## src/rtl/wb_write_arbiter.sv

```systemverilog
// Single register-file write port shared by the MEM-WB stage and a long-latency unit.
// The pipeline normally wins; a starved LLU result forces a one-cycle pipeline stall.
module wb_write_arbiter #(
  parameter int unsigned STARVE_LIMIT = 3
) (
  input  logic        clk,
  input  logic        rst,
  input  logic        wb_RegWrite,
  input  logic [4:0]  wb_reg,
  input  logic [31:0] wb_data,
  input  logic        llu_valid,
  input  logic [4:0]  llu_reg,
  input  logic [31:0] llu_data,
  output logic        llu_ready,
  output logic        stall_req,
  output logic        rf_we,
  output logic [4:0]  rf_waddr,
  output logic [31:0] rf_wdata,
  output logic [15:0] stall_cnt
);

  localparam logic [3:0] Limit = 4'(STARVE_LIMIT);

  logic        pipe_wants;
  logic        forced;
  logic        llu_hs;

  logic [3:0]  wait_q, wait_d;
  logic        rf_we_q, rf_we_d;
  logic [4:0]  rf_waddr_q, rf_waddr_d;
  logic [31:0] rf_wdata_q, rf_wdata_d;
  logic [15:0] stall_cnt_q, stall_cnt_d;

  // Arbitration; gated by rst so nothing handshakes while held in reset.
  always_comb begin
    pipe_wants = wb_RegWrite && (wb_reg != 5'd0);
    forced     = rst && pipe_wants && llu_valid && (wait_q == Limit);
    llu_ready  = rst && (!pipe_wants || forced);
    stall_req  = forced;
    llu_hs     = llu_valid && llu_ready;
  end

  // Write-port selection. On a forced grant the pipeline write is simply
  // dropped: MEM-WB is stalled and re-presents it next cycle.
  always_comb begin
    rf_we_d    = 1'b0;
    rf_waddr_d = rf_waddr_q;
    rf_wdata_d = rf_wdata_q;
    if (llu_hs) begin
      if (llu_reg != 5'd0) begin
        rf_we_d    = 1'b1;
        rf_waddr_d = llu_reg;
        rf_wdata_d = llu_data;
      end
    end else if (pipe_wants) begin
      rf_we_d    = 1'b1;
      rf_waddr_d = wb_reg;
      rf_wdata_d = wb_data;
    end
  end

  always_comb begin
    wait_d = wait_q;
    if (!llu_valid || llu_hs) begin
      wait_d = 4'd0;
    end else if (wait_q < Limit) begin
      wait_d = wait_q + 4'd1;
    end
  end

  always_comb begin
    stall_cnt_d = stall_cnt_q;
    if (stall_req && (stall_cnt_q != 16'hFFFF)) begin
      stall_cnt_d = stall_cnt_q + 16'd1;
    end
  end

  always_ff @(posedge clk) begin
    if (!rst) begin
      wait_q      <= 4'd0;
      rf_we_q     <= 1'b0;
      rf_waddr_q  <= 5'd0;
      rf_wdata_q  <= 32'd0;
      stall_cnt_q <= 16'd0;
    end else begin
      wait_q      <= wait_d;
      rf_we_q     <= rf_we_d;
      rf_waddr_q  <= rf_waddr_d;
      rf_wdata_q  <= rf_wdata_d;
      stall_cnt_q <= stall_cnt_d;
    end
  end

  assign rf_we     = rf_we_q;
  assign rf_waddr  = rf_waddr_q;
  assign rf_wdata  = rf_wdata_q;
  assign stall_cnt = stall_cnt_q;

endmodule

```

## config.mk

```make
export PLATFORM = sky130hd
export DESIGN_NAME = wb_write_arbiter
export DESIGN_NICKNAME = d
export VERILOG_FILES = /design/src/rtl/wb_write_arbiter.sv
export SDC_FILE = /design/constraint.sdc
export NUM_CORES = 1
export LEC_CHECK = 0
export ABC_CLOCK_PERIOD_IN_PS = 2400
export CORE_MARGIN = 2
export CORE_UTILIZATION = 41
export DETAILED_ROUTE_END_ITERATION = 7
export GPL_TIMING_DRIVEN = 0
export PLACE_DENSITY = 0.81
export SYNTH_ARGS = -nofsm -noshare
export SYNTH_HDL_FRONTEND = slang
export SYNTH_SLANG_ARGS = --single-unit
```

## constraint.sdc

```tcl
create_clock -name clk -period 2.4 [get_ports clk]
set_input_delay 0.48 -clock clk [delete_from_list [all_inputs] [get_ports clk]]
set_output_delay 0.48 -clock clk [all_outputs]
set_load 0.01 [all_outputs]
```

After elaboration in Yosys (flattened, before gate mapping)
Index checks and enable logic that the tools add are counted.
{"block": "totals", "reg_bits": 58, "latchBits": 0, "ram_bits": 0, "rom_bits": 0, "input_bits": 78, "out_inout_bits": 56, "elab_cells": 37, "n_memories": 0}
{"block": "classes", "n_addsub": 2, "mul": 0, "n_div": 0, "n_lt_le_gt_ge": 1, "n_eq_ne": 3, "shifts": 0, "mux": 9, "bitwise": 1, "n_reduce_logical": 16}
{"op": "$mux W32", "n": 3}
{"op": "$add A16 B1 Y16 const B", "n": 1}
{"op": "$ne A16 B16 Y1 const B", "n": 1}
{"op": "$mux W5", "n": 3}
{"op": "$reduce_bool A5 Y1", "n": 2}
{"op": "$logic_and A1 B1 Y1", "n": 7}
{"op": "$add A4 B1 Y4 const B", "n": 1}
{"op": "$eq A4 B2 Y1 const B", "n": 1}
{"op": "$lt A4 B2 Y1 const B", "n": 1}
{"op": "$mux W1", "n": 3}
{"op": "$logic_not A1 Y1", "n": 2}
{"op": "$logic_or A1 B1 Y1", "n": 2}
{"op": "$ne A2 B1 Y1 const B", "n": 1}
{"op": "$reduce_and A2 Y1", "n": 1}
{"op": "$reduce_bool A2 Y1", "n": 1}
{"op": "$reduce_or A2 Y1", "n": 1}
{"op": "$not A1 Y1", "n": 1}

Logic depth before layout (Yosys ltp)
{"block": "depth", "word_depth": 10, "depth_mapped": 8, "ltp_nobuf": 6}

Least setup slack after synthesis
OpenSTA, ideal clock, no wires.
{"block": "synth_path", "path_type": "input -> output", "start": "input port wb_reg[1]", "end": "output port llu_ready", "arrival_time_ps": 1804, "path_slack_ps": 116, "path_stages": 6, "path_buffers": 2, "path_cell_list": "or4_1 > o21ai_0 > buf_2 > buf_4 > a21oi_1 > nor2_1"}
{"block": "synth_between", "elab_chain_len": 7, "word_cells_on_any_way": 8}
{"element": "from (decl)", "line": "9", "text": "input logic [4:0] wb_reg,"}
{"element": "$reduce_bool A5 Y1 *", "line": "36", "text": "pipe_wants = wb_RegWrite && (wb_reg != 5'd0);"}
{"element": "$logic_and A1 B1 Y1 *", "line": "36"}
{"element": "$logic_and A1 B1 Y1 (3 in a row)", "line": "37", "text": "forced = rst && pipe_wants && llu_valid && (wait_q == Limit);"}
{"element": "$logic_or A1 B1 Y1 *", "line": "38", "text": "llu_ready = rst && (!pipe_wants || forced);"}
{"element": "$logic_and A1 B1 Y1 *", "line": "38"}
{"element": "to (decl)", "line": "14", "text": "output logic llu_ready,"}
Every way passes the cells marked *; elsewhere a longest branch is shown, timed or not.

Final worst setup path
{"block": "layout_path", "start": "input port wb_reg[1]", "end": "output port stall_req"}
{"block": "layout_between", "elab_chain_len": 5}
{"element": "$reduce_bool A5 Y1", "line": "36"}
{"element": "$logic_and A1 B1 Y1", "line": "36"}
{"element": "$logic_and A1 B1 Y1 (3 in a row)", "line": "37"}
{"element": "to (decl)", "line": "15", "text": "output logic stall_req,"}
Every way passes these cells.

==> metrics.md <==
| Metric | Value |
|---|---|
| H-tree Lvls | 3 |
| Number of max-cap violations | 0 |
| WP data arrival | between 1.5 and 2 ns |
| TritonCTS clock tree | yes |
| Share of cells above drive strength 1 | 10.17% |
| Critical Path Source | wb_reg[1] |
| Initial Utilization | 42.97% |
| FF-to-FF setup slack | 0.22 ns |
| Status | complete, no violations |
| Critical path capture point type | primary output |
| Gp weighted congestion | 0.8639 |
| Synth Warn # | 0 |
| Largest net degree at the start of global routing | 18 |
| Reg2Reg Depth | 6 |
| Area occupied by multi-input gates | 1361 µm² |
| Detail Route Antenna Nets | 0 |
| Num rows | 29 |
| R2R Path End | rf_wdata[22] |
| Area grow syn2layout | 58.97% |
| RSZ-0062 raised after global routing | true |
| Crit Path Class | in2out |
| First-pass GRT wire length | 13670 µm |
| Vias in the first global route | just under 3000 |
| Chip Width | 86.27 µm |
| Setup crit start kind | input pin |
| CP Capture Point | stall_req |
| Die Footprint | between 7000 and 8000 µm² |
| Hold Crit Class | reg2reg |
| Via Count | roughly 3000 |
| Drt wl/cell | 15.18 µm |
| Hold Violations, Final | 0 |
| Maximum VDD drop | 0.3287 mV |
| DR DRC count | 0 |
| Synthesized cell area | roughly 2800 µm² |
| FF+latch area | around 1200 µm² |
| Die H | approximately 86 µm |
| Period minus WS final | 2.327 ns |
| Worst-path clk slew | 0.07 ns |
| Final Setup Violations | 0 |
| #FFs+latches synth | 58 |
| Via density per instance | 5.408 |
| DRT iter0 DRCs | ~110 |
| Core Footprint | 6459 µm² |
| Post-synth net total | approximately 410 |
| DP Area | 4183 µm² |
| CTS root buf | clkbuf_8 |
| Mapped Cells | roughly 330 |
| Num CTS Buffers | 9 |
| Final layout net count | 557 |
| Port bufs | 131 |
| Clk buf depth | 2 |
| Antenna diodes | 0 |
| Slew headroom | between 60% and 70% |
| Total track usage | 23.16% |
| Leakage | 1.769 nW |
| I/O pin count | 134 |
| Max Fclk | 429.7 MHz |
| Crit path max-delay cell type | or4_4 |
| Reg2reg start | wait_q[0] |
| Slew @ Worst Pin | approximately 0.58 ns |
| PD cells | 549.2 nW/µm² |
| Seq/Total Area, Yosys | 41.84% |
| Worst Skew | 0.01287 ns |
| Max incr delay on CP | around 0.56 ns |
| TNS Setup | 0 ns |
| Final-report max-slew violation count | 0 |
| Worst skew pair latency | 0.34 ns |
| Unique masters post-synth | 37 |
| Final instance area | around 4400 µm² |
| Worst path required time | roughly 1.9 ns |
| Initial antenna violation count | 0 |
| CP Max Fanout | 2 |
| Total Wirelength | 8484 µm |
| Fillers | ~580 |
| Grt ovf | 0 |
| Fin crit share | 96.97% |
| Post-synthesis average cell area | about 8.3 µm² |
| HPWL after detailed placement | 6279 µm |
| Clk sinks | 58 |
| Cell Chain, Critical Path | dlygate4sd2_1 > or4_4 > o21ai_4 > buf_6 > buf_4 > nor2_1 > buf_2 |
| Router iterations before antenna repair | 4 |
## worst min path at each step
| stage | slack, ns | from | end | depth (start not counted) |
|---|---|---|---|---|
| global route | 0.50 | rst | stall_cnt[10] | 3 |
| CTS | 0.47 | rf_waddr[2] | rf_waddr[2] | 2 |
| finish | 0.47 | rf_waddr[0] | rf_waddr[0] | 2 |
| detailed placement | 0.46 | rf_waddr[2] | rf_waddr[2] | 2 |
| floorplan | 0.46 | wait_q[1] | wait_q[1] | 2 |
| global placement | 0.45 | rf_waddr[1] | rf_waddr[1] | 2 |
## worst max-delay path: cells and delay by family
kind	cells	cell delay [ns]
AO/OA/AOI/OAI	1	0.16
AND/OR/NAND/NOR	2	0.60
buffers and inverters	4	0.62
## logic make-up after synthesis
logic type / synth area share, %
xor gates and xnor gates: 1.894
buffers and inverters: 9.648
DFF: 41.84
AOI/OAI and AO/OA: 24.75
adders and majority gates: 0.9016
muxes: 1.803
and+or+nand+nor: 19.16
## registers in the layout, summed over array words and instances, names as in the netlist
name and count:
rf_wdata 32, stall_cnt 16, rf_waddr 5, wait_q 4, rf_we 1
## stage by stage
step / instances / setup WS [ns] / util (%) / hold WS (ns) / total power, W
3_5_place_dp: 541 / -1.107 / 64.76 / 0.4613 / 0.001515
6_report: 559 / 0.07267 / 68.31 / 0.4669 / 0.002423
2_1_floorplan: 333 / 0.1155 / - / 0.4602 / 0.001238
3_3_place_gp: 541 / -1.048 / 64.76 / 0.4481 / 0.001505
5_1_grt: 559 / -0.01622 / 68.31 / 0.5013 / 0.002514
4_1_cts: 559 / 0.03953 / 68.29 / 0.4706 / 0.002428
## placed cells by master, fill, tap and decap left out, types with 5 or more instances in the layout
cell type and instances:
nor2_1 43, dfxtp_1 58, buf_4 6, and3_1 5
nand3_1 11, buf_2 14, nand2_1 13, clkbuf_1 5
xnor2_1 6, clkbuf_8 10, a211oi_1 35, clkdlybuf4s50_1 125
mux2i_1 5, inv_1 36, a32o_1 5, a21oi_1 5
o31ai_1 32, or3_1 5, o21ai_0 12
## layer usage
| layer | vias to the layer above | track usage (%) | wire length [µm] |
|---|---|---|---|
| met4 | 0 | 11.51 | 246 |
| met5 | - | 0 | 0 |
| met3 | 22 | 5.333 | 655 |
| met2 | 134 | 37.98 | 3974 |
| met1 | 1388 | 28.61 | 3607 |
| li1 | 1479 | - | - |
## final cells by class
type | count | share of cell area, %
sequential | 58 | 26.32
multi-input combinational | 212 | 30.86
clock inverter | 6 | 1.503
timing repair buffer | 134 | 29.89
clock buffer | 10 | 3.120
buffer | 26 | 3.063
tap | 77 | 2.184
inverter | 36 | 3.063
## synthesized netlist by cell type (all sizes together)
cell / instances / area share, %
nand2b: 2 / 0.45
a211oi: 35 / 9.5
or3: 5 / 1.1
nand2: 13 / 1.8
o31ai: 32 / 8.7
a2111oi: 1 / 0.54
and4: 4 / 1.3
o21bai: 1 / 0.27
o211ai: 1 / 0.45
and3: 5 / 1.1
xnor2: 6 / 1.9
nor2: 43 / 5.8
inv: 36 / 4.9
or4: 3 / 0.81
buf: 18 / 3.5
nand4: 4 / 0.90
nor4: 4 / 0.90
and2: 1 / 0.23
dfxtp: 58 / 42
nor3b: 1 / 0.45
clkbuf: 9 / 1.3
or3b: 1 / 0.32
o21ai: 14 / 2.7
nor2b: 2 / 0.45
nor3: 3 / 0.54
a32o: 5 / 1.8
nor4b: 1 / 0.32
nand3: 12 / 2.3
a21oi: 5 / 0.90
mux2i: 5 / 1.8
or4b: 1 / 0.36
ha: 2 / 0.90
## repair_timing
action,in CTS,in global routing
buffers inserted,3,0
pin swaps,2,1
setup endpoints to repair,34,24
endpoints found under the hold margin,0,0
resized for setup,20,3
hold buffers,0,0
cloned,0,0
## where the power goes
part | internal, W | switching (W)
sequential | 0.00102 | 0.0000271
combinational | 0.000265 | 0.000188
clock | 0.000507 | 0.000418
(Power assumes the default switching activity.)
==> variant 1 (same flow settings) <==
Put one more register stage on the output `stall_cnt`. The value now appears one clock later. The other outputs are not delayed to match.
--- a/src/rtl/wb_write_arbiter.sv
+++ b/src/rtl/wb_write_arbiter.sv
@@ -95,5 +95,7 @@
   assign rf_waddr  = rf_waddr_q;
   assign rf_wdata  = rf_wdata_q;
-  assign stall_cnt = stall_cnt_q;
+  always_ff @(posedge clk) begin
+    stall_cnt <= stall_cnt_q;
+  end
 
 endmodule
Formal check against the unedited RTL: not equivalent (Yosys sat finds a counterexample within 10 cycles, from zero or initial values and one cycle with rst low).
==> variant 1 against the original RTL <==
Sequential cell count is 16 higher. Count of clock-buffer cells in the layout is 3 higher. Setup slack worse by 0.027 ns. Final area is 4.6% higher. Total power is 10% higher. Area after synthesis is 5.9% higher. Sequential share of layout area is 5.8 points higher. Wire length is 0.90% lower. Clock power is 1% lower. Via count is 4.6% lower. Critical path type unchanged. Critical endpoint unchanged. Largest power group unchanged.
==> variant 1: results (changes against the original RTL) <==
outcome: "completed"  # unchanged
drt_iter0_markers: 183  # was 109
reg2reg_from: "stall_cnt_q[6]"  # was wait_q[0]
grt.met1_usage_pct: 25.1  # was 28.6%
synth.net_count: 388  # was 413
whs_path_depth: 0  # was 2
grt_usage_pct: 21.3  # was 23.2%
gr-usage-met2_pct: 36.4  # was 38.0%
io_buffers: 133  # was 131
m1WireLength_um: 3460  # was 3610 um
routedWlPerCell_um: 15.2  # about the same
min_from: "stall_cnt_q[15]"  # was rf_waddr[0]
critPathTopFamily: "simple AND/OR/NAND/NOR gates"  # was buffers and inverters
yosysSeqAreaShare_pct: 50.4  # was 41.8%
internal_power_mw: 2.01  # was 1.79 mW
met3_length_um: 558  # was 655 um
worst_ep_arrival_time_ns: 1.87  # was 1.85 ns
fin_skew_ns: 0.00862  # was 0.0129 ns
r2r-end: "stall_cnt_q[0]"  # was rf_wdata[22]
first_global_vias: 2778  # was 2905
whs_endpoint: "stall_cnt[15]"  # was rf_waddr[0]
post_dp_cell_area_sq_mm: 0.00439  # was 0.00418 sq mm
drive_gt1_share_pct: 10.3  # was 10.2%
dp_hpwl_um: 6420  # was 6280 um
yosys-top-cells-count: "74 x dfxtp_1, 70 x nor2_1, 29 x o221ai_1"  # was 58 x dfxtp_1, 43 x nor2_1, 36 x inv_1
slew_headroom_pct: 52.2  # was 61.2%
pwr-share-clk_pct: 34.3  # was 38.2%
r2r_cells: 5  # was 6
-- variant 1: metrics by stage --
step	hold WS [ns]	setup WS (ns)	utilization, %	instances	setup TNS (ns)
finish	0.393	0.0453	67.2	554	0
floorplan	0.362	0.311	-	308	0
global placement	0.379	-0.833	63.9	537	-14.98
detailed placement	0.383	-0.876	63.9	537	-15.36
CTS	0.393	0.00978	66.9	554	0
global route	0.405	0.00627	67.2	554	0
-- variant 1: cells by family after synthesis --
kind of cell,synth area share (%)
mux,0.341
flops,50.4
simple gates,22.6
buf+inv,4.09
xor+xnor,3.28
compound gates,18.4
fa+ha+maj,0.852
-- variant 1: final cells by class --
type	instances	area share, %
plain buffers	19	2.85
clock buffers	13	3.66
clock inverters	3	0.488
multi-input cells	215	29.5
flip-flops and latches	74	32.1
well taps	96	2.60
repair buffers	134	28.8
-- variant 1: repair_timing --
action,4_1_cts,5_1_grt
setup endpoints to repair,32,32
gates resized for setup,20,10
pin swaps,2,2
buffers inserted,1,0
==> variant 2 (same flow settings) <==
Made on the original files. `rf_waddr_q` and `rf_wdata_q` no longer have a reset.
--- a/src/rtl/wb_write_arbiter.sv
+++ b/src/rtl/wb_write_arbiter.sv
@@ -80,14 +80,15 @@
       wait_q      <= 4'd0;
       rf_we_q     <= 1'b0;
-      rf_waddr_q  <= 5'd0;
-      rf_wdata_q  <= 32'd0;
       stall_cnt_q <= 16'd0;
     end else begin
       wait_q      <= wait_d;
       rf_we_q     <= rf_we_d;
-      rf_waddr_q  <= rf_waddr_d;
-      rf_wdata_q  <= rf_wdata_d;
       stall_cnt_q <= stall_cnt_d;
     end
+  end
+
+  always_ff @(posedge clk) begin
+    rf_waddr_q <= rf_waddr_d;
+    rf_wdata_q <= rf_wdata_d;
   end
 
Formal check against the unedited RTL: not equivalent (Yosys sat finds a counterexample within 4 cycles, from zero or initial values and one cycle with rst low).
==> variant 2 against the original RTL <==
Hold slack gained 0.0096 ns. Area after synthesis grew 1.3%. Wire length shrank 4.5%. Count of clock-buffer cells in the layout is the same. Combinational power shrank 2%. Final area grew 5.0%. Sequential cell count is the same. Setup slack lost 0.013 ns. Sequential power grew 9.6%. Critical path depth grew 1. Total power grew 1.1%. Largest cell class unchanged. Highest routed layer unchanged.
==> variant 2: results (changes against the original RTL) <==
outcome: "completed"  # unchanged
grt_pass1_wl_um: 11800  # was 13700 um
synth_flop_cell: "edfxtp_1"  # was dfxtp_1
synth_edf_count: 37  # was 0
io_buffers: 132  # was 131
drt_iter0_markers: 90  # was 109
worstMarginPinSlew_ns: 0.727  # was 0.575 ns
fin_skew_ns: 0.0111  # was 0.0129 ns
clock_area_share_pct: 4.00  # was 4.62%
ys_top_cells_by_area: "edfxtp_1 40%, mux2_4 16%, dfxtp_1 15%"  # was dfxtp_1 42%, a211oi_1 9.5%, o31ai_1 8.7%
avgSynthCellArea_sq_um: 13.4  # was 8.33 sq um
wl_met2_um: 4300  # was 3970 um
dpl.cell_count: 423  # was 541
wirelength_um: 8100  # was 8480 um
synth_mux_area_share_pct: 21.3  # was 1.80%
p_sw_share_pct: 22.6  # was 26.2%
peakVddDrop_mv: 0.356  # was 0.329 mV
yosys-top-cells-count: "37 x edfxtp_1, 30 x mux2_4, 21 x dfxtp_1"  # was 58 x dfxtp_1, 43 x nor2_1, 36 x inv_1
r2r-end: "stall_cnt[4]"  # was rf_wdata[22]
num-nonclk-inverters: 0  # was 36
dp_hpwl_um: 5740  # was 6280 um
grt.met1_usage_pct: 25.0  # was 28.6%
multi_input_area_share_pct: 26.8  # was 30.9%
post_dp_cell_area_sq_mm: 0.00427  # was 0.00418 sq mm
buffer_area_share_pct: 33.9  # was 33.0%
fillers: 464  # was 579
[variant 2: cell count changes after synthesis, sizes merged, moves of 11 or more]
cell	delta
inv	-36
o31ai	-31
edfxtp	+37
nor2	-34
buf	-11
a211oi	-35
dfxtp	-37
mux2	+37
[variant 2: worst max path at each step]
| stage | end | slack [ns] | cells after the start |
|---|---|---|---|
| detailed placement | llu_ready | -0.67 | 6 |
| global route | rf_waddr[3] | 0.005 | 9 |
| floorplan | rf_waddr[0] | 0.08 | 4 |
| CTS | stall_req | 0.005 | 8 |
| finish | stall_req | 0.06 | 8 |
| global placement | rf_wdata[19] | -0.83 | 5 |
[variant 2: what timing repair did]
action / 4_1_cts / 5_1_grt
endpoints found under the hold margin: 0 / 0
pin swaps: 3 / 3
resized for setup: 27 / 3
endpoints found under the setup margin: 32 / 34
setup buffers: 9 / 0
gates cloned: 2 / 1
[variant 2: critical path: cells and delay by family]
kind | cells | cell delay, ns
buf+inv | 5 | 0.69
simple gates | 2 | 0.53
compound gates | 1 | 0.16
